**src/rtl/ntt_ctrl.sv**
```systemverilog
// Sequencing controller for the polynomial arithmetic unit: counter/mode for the address
// generator plus RAM read/write enables. Inter-stage drain gaps are built with NTT_STAGE_DRAIN_EN.
module ntt_ctrl #(
  parameter int LAT   = 7,
  parameter int DRAIN = 7
) (
  input  logic       clk,
  input  logic       rst,
  input  logic       start,
  input  logic [1:0] mode_in,
  output logic [1:0] mode,
  output logic [7:0] clk_counter,
  output logic [2:0] stage,
  output logic       rd_en,
  output logic       wr_en,
  output logic       busy,
  output logic       done
);

  typedef enum logic [2:0] {S_IDLE, S_ISSUE, S_DRAIN, S_FLUSH, S_DONE} state_e;
  typedef enum logic [1:0] {M_NTT, M_INVNTT, M_MULT, M_ADDSUB} mode_e;

  localparam int TMAX = (DRAIN > LAT) ? DRAIN : LAT;
  localparam int TW   = $clog2(TMAX + 1);

  state_e           state_q, state_d;
  mode_e            mode_q, mode_d;
  logic [7:0]       cnt_q, cnt_d;
  logic [TW-1:0]    tmr_q, tmr_d;
  logic [LAT-1:0]   pipe_q, pipe_d;
  logic             rd_en_q, rd_en_d;
  logic             wr_en_q, wr_en_d;
  logic             busy_q, busy_d;
  logic             done_q, done_d;
  logic             ntt_d;

  always_comb begin
    // NOTE: every variable gets a default before the case so no path leaves it unassigned (no latch).
    state_d = state_q;
    mode_d  = mode_q;
    cnt_d   = cnt_q;
    tmr_d   = tmr_q;

    unique case (state_q)
      S_IDLE: begin
        if (start) begin
          mode_d  = mode_e'(mode_in);
          cnt_d   = 8'd0;
          state_d = S_ISSUE;
        end
      end
      S_ISSUE: begin
        if (!mode_q[1]) begin
          if (cnt_q == 8'd223) begin
            state_d = S_FLUSH;
            tmr_d   = TW'(LAT - 1);
          end
`ifdef NTT_STAGE_DRAIN_EN
          // Only stages 0..5 can end here: stage 6 ends at 223, caught above.
          else if (cnt_q[4:0] == 5'd31) begin
            state_d = S_DRAIN;
            tmr_d   = TW'(DRAIN - 1);
          end
`endif
          else begin
            cnt_d = cnt_q + 8'd1;
          end
        end else if (cnt_q == ((mode_q == M_MULT) ? 8'd140 : 8'd68)) begin
          state_d = S_DONE;
        end else begin
          cnt_d = cnt_q + 8'd1;
        end
      end
      S_DRAIN: begin
        if (tmr_q == '0) begin
          state_d = S_ISSUE;
          cnt_d   = cnt_q + 8'd1;
        end else begin
          tmr_d = tmr_q - TW'(1);
        end
      end
      S_FLUSH: begin
        if (tmr_q == '0) state_d = S_DONE;
        else             tmr_d   = tmr_q - TW'(1);
      end
      S_DONE:  state_d = S_IDLE;
      default: state_d = S_IDLE;
    endcase

    ntt_d = !mode_d[1];

    if (ntt_d)                 rd_en_d = (state_d == S_ISSUE);
    else if (mode_d == M_MULT) rd_en_d = (state_d == S_ISSUE) && (cnt_d < 8'd128);
    else                       rd_en_d = (state_d == S_ISSUE) && (cnt_d < 8'd64);

    // pipe_q[0] mirrors rd_en_q, so pipe_q[LAT-1] becomes the LAT-delayed read next cycle.
    pipe_d[0] = rd_en_d && ntt_d;
    for (int i = 1; i < LAT; i++) pipe_d[i] = pipe_q[i-1];

    // (c-13)[1:0]==3 reduces to c[1:0]==0; (c-5)[0]==1 reduces to c[0]==0.
    if (ntt_d)
      wr_en_d = pipe_q[LAT-1];
    else if (mode_d == M_MULT)
      wr_en_d = (state_d == S_ISSUE) && (cnt_d >= 8'd13) && (cnt_d <= 8'd140) && (cnt_d[1:0] == 2'b00);
    else
      wr_en_d = (state_d == S_ISSUE) && (cnt_d >= 8'd5) && (cnt_d <= 8'd68) && !cnt_d[0];

    busy_d = (state_d == S_ISSUE) || (state_d == S_DRAIN) || (state_d == S_FLUSH);
    done_d = (state_d == S_DONE);
  end

  always_ff @(posedge clk or posedge rst) begin
    if (rst) begin
      state_q <= S_IDLE;
      mode_q  <= M_NTT;
      cnt_q   <= 8'd0;
      tmr_q   <= '0;
      pipe_q  <= '0;
      rd_en_q <= 1'b0;
      wr_en_q <= 1'b0;
      busy_q  <= 1'b0;
      done_q  <= 1'b0;
    end else begin
      // NOTE: non-blocking so every register samples the pre-edge values computed above.
      state_q <= state_d;
      mode_q  <= mode_d;
      cnt_q   <= cnt_d;
      tmr_q   <= tmr_d;
      pipe_q  <= pipe_d;
      rd_en_q <= rd_en_d;
      wr_en_q <= wr_en_d;
      busy_q  <= busy_d;
      done_q  <= done_d;
    end
  end

  assign mode        = mode_q;
  assign clk_counter = cnt_q;
  assign stage       = cnt_q[7:5];
  assign rd_en       = rd_en_q;
  assign wr_en       = wr_en_q;
  assign busy        = busy_q;
  assign done        = done_q;

endmodule

```
**config.mk**
```make
export PLATFORM = sky130hd
export DESIGN_NAME = ntt_ctrl
export DESIGN_NICKNAME = d
export VERILOG_FILES = /design/src/rtl/ntt_ctrl.sv
export SDC_FILE = /design/constraint.sdc
export NUM_CORES = 1
export LEC_CHECK = 0
export ABC_CLOCK_PERIOD_IN_PS = 7400
export CAP_MARGIN = 40
export CORE_MARGIN = 1.5
export CORE_UTILIZATION = 57
export CTS_CLUSTER_DIAMETER = 60
export DETAILED_ROUTE_END_ITERATION = 10
export HOLD_SLACK_MARGIN = 0.15
export PLACE_DENSITY = 0.94
export RECOVER_POWER = 100
export SLEW_MARGIN = 20
export SYNTH_ARGS = -nofsm -noshare
export SYNTH_HDL_FRONTEND = slang
export SYNTH_SLANG_ARGS = --single-unit
```
**constraint.sdc**
```tcl
create_clock -name clk -period 7.4 [get_ports clk]
set_clock_uncertainty 0.2 [all_clocks]
set_input_delay 2.22 -clock clk [delete_from_list [all_inputs] [get_ports clk]]
set_output_delay 2.22 -clock clk [all_outputs]
set_load 0.05 [all_outputs]
```
==> results.yml <==
run_status:
  status: "completed"
clock_network:
  insertion_delay_ns: 0.32
  post_cts_resized: 0
  cts_max_level: 1
  path_clk_slew_ns: 0.15
  cts_max_path_buffers: 2
  cts-root-buf: "clkbuf_4"
  cts_buffers: 3
  cts_tree: "built"
  clock-sinks: 27
  post_cts_buffers: 0
  holdBufCountCts: 0
routing:
  post-route-drc-count: 0
  via_per_inst: 6.53
  wire_per_inst_um: 18.6
  drt-initial-drc-count: 65
  drtPass1Iterations: 4
  route.vias.total: 1332
  wl_mm: 3.80
  postRouteAntennaNets: 0
synth:
  synthArstFlopShare_pct: 100
  syn_area_per_cell_um2: 9.85
  synth-edff-count: 0
  synth.cell_area_um2: 1530
  synthDistinctLibCells: 52
  synth.top_cell.area_share_pct: 44.3
  netlist_instances: 155
  ys.flop_type: "dfrtp_1"
  yosysWarningCount: 0
  seq_area_frac_synth_pct: 44.3
  yosys.area.top_type: "dfrtp_1"
  syn_nets: 164
  synth.ff_latch_count: 27
  netlist_top_cells_area: "dfrtp_1 44%, ha_1 3.3%, a21oi_1 3.0%"
  netlist_top_cells_count: "27 x dfrtp_1, 12 x nand2_1, 10 x inv_1"
  synthMostInstantiatedCell: "dfrtp_1"
worst_setup_path:
  criticalPathCategory: "primary input to register"
  crit_slowest_cell: "a211oi_1"
  regToRegSetupSlack_ns: 3.88
  rr_worst_depth: 10
  crit_arrival_ns: 4.99
  crit_path_cell_trace: "dlygate4sd3_1 -> nor3_1 -> a211oi_1 -> o21ai_0 -> a21oi_2 -> o2bb2ai_1 -> or4b_1 -> xnor2_2 -> o221ai_2"
  cp_top_family: "compound AO/OA/AOI/OAI gates"
  critPathMaxFanout: 7
  cp_data_required_time_ns: 7.46
  crit_path_end_kind: "register"
  crit_start: "start"
  crit_path_max_incr_delay_ns: 0.67
  timing.rr.end: "wr_en"
  rr_startpoint: "tmr_q[0]"
  cp-start-kind: "primary input"
  critPathBufInv: 1
timing:
  rsz0062_at_grt: "no"
  setup_viol: 0
  tns_ns: 0
  hold_viol: 0
  fin_crit_sh_pct: 66.6
  finalCriticalPeriod_ns: 4.93
  drv_slew: 0
  slew_headroom_pct: 29.4
  fmax_mhz: 203
  tightest_slew_ns: 1.06
run:
  maxCapViolCount: 0
cells_and_area:
  num-fill-cells: 187
  layout.nets: 184
  antennaDiodeCount: 0
  postLayoutCellArea_um2: 1750
  final_layout_size_suffix_gt1_share_pct: 5.75
  final_cells: 204
  areaGrowthSynthToFinish_pct: 14.5
die:
  die_h_um: 54.8
  pin_count: 22
  chipWidth_um: 54.8
  start_util_pct: 61.1
  core_area_um2: 2500
  rows: 18
  dieArea_um2: 3000
worst_hold_path:
  whs_path_depth: 0
  hold_start: "pipe_q[3]"
  hold_path.class: "register to register"
  hold_end: "pipe_q[4]"
power:
  ir_worst_vdd_v: 0.000334
  leakagePower_uw: 0.000788
  power_density_nw_per_um2: 430
global_route:
  grt_usage_pct: 27.9
  grt_pass1_vias: 1262
  grt-ovfl-total: 0
  grt_pass1_wl_mm: 5.82
  grt_max_degree: 21
  antenna_found_initial: 0
placement:
  dpl.hpwl_mm: 2.86
  placement.io_buffers: 21
  placed_cell_area_um2: 1750
  gp_routability_congestion: 0.970
  post-place-cells: 200
[through the flow]
step                setup WS (ns)  hold slack (ns)  util [%]  total power, uW
detailed placement           2.62            0.136      70.1              711
floorplan                    3.34            0.131         -              574
CTS                          2.97            0.168      71.3              777
global route                 2.46            0.181      69.9              794
global placement             2.72            0.136      69.5              698
finish                       2.47            0.166      69.9              751
[metal layers]
metal  track usage (%)  vias to the layer above  share of wire, %
li1                  -                      614                 -
met1              33.6                      633                41
met2              49.2                       74                51
met3              6.56                       11               6.2
met4              7.92                        0               1.9
met5                 0                        -                 0
[logic make-up after synthesis]
family / after synthesis / synth area share, %
buffers and inverters: 17 / 4.92
muxes: 1 / 0.738
xor gates and xnor gates: 3 / 2.21
and+or+nand+nor: 61 / 25.0
DFF: 27 / 44.3
adders and majority gates: 4 / 3.28
AOI/OAI and AO/OA: 42 / 19.6
[flip-flops by register name, summed over array words and instances (netlist names)]
signal / count
state_q: 3
tmr_q: 3
clk_counter: 8
wr_en: 1
done: 1
pipe_q: 7
mode: 2
busy: 1
rd_en: 1
[placed cells by master, fill, tap and decap left out, drive strengths merged, types with 5 or more instances in the layout]
cell type	Yosys	final
inv	10	10
o21ai	9	9
nand3	7	7
dfrtp	27	27
nor3	5	5
a21oi	10	10
a211oi	6	6
nor2	7	7
dlygate4sd3	0	19
nand2	12	12
[worst max path at each step]
stage	end	slack, ns	cells past startpoint
6_report	wr_en	2.47	9
2_1_floorplan	wr_en	3.34	8
4_1_cts	wr_en	2.97	9
5_1_grt	wr_en	2.46	9
3_5_place_dp	wr_en	2.62	9
3_3_place_gp	wr_en	2.72	9
[layout make-up]
cell class | instances | area (um^2) | share of cell area [%]
clock buffer | 3 | 22.5 | 1.29
clock inverter | 1 | 7.51 | 0.429
inverter | 10 | 37.5 | 2.15
multi-input combinational | 111 | 753 | 43.1
sequential | 27 | 676 | 38.7
tap | 30 | 37.5 | 2.15
timing repair buffer | 22 | 214 | 12.2
[report_power, final]
part           internal (uW)  switching [uW]
Sequential               199            65.6
Clock                   20.7            43.7
Combinational            142             280
Power figures use the tool's default switching activity.
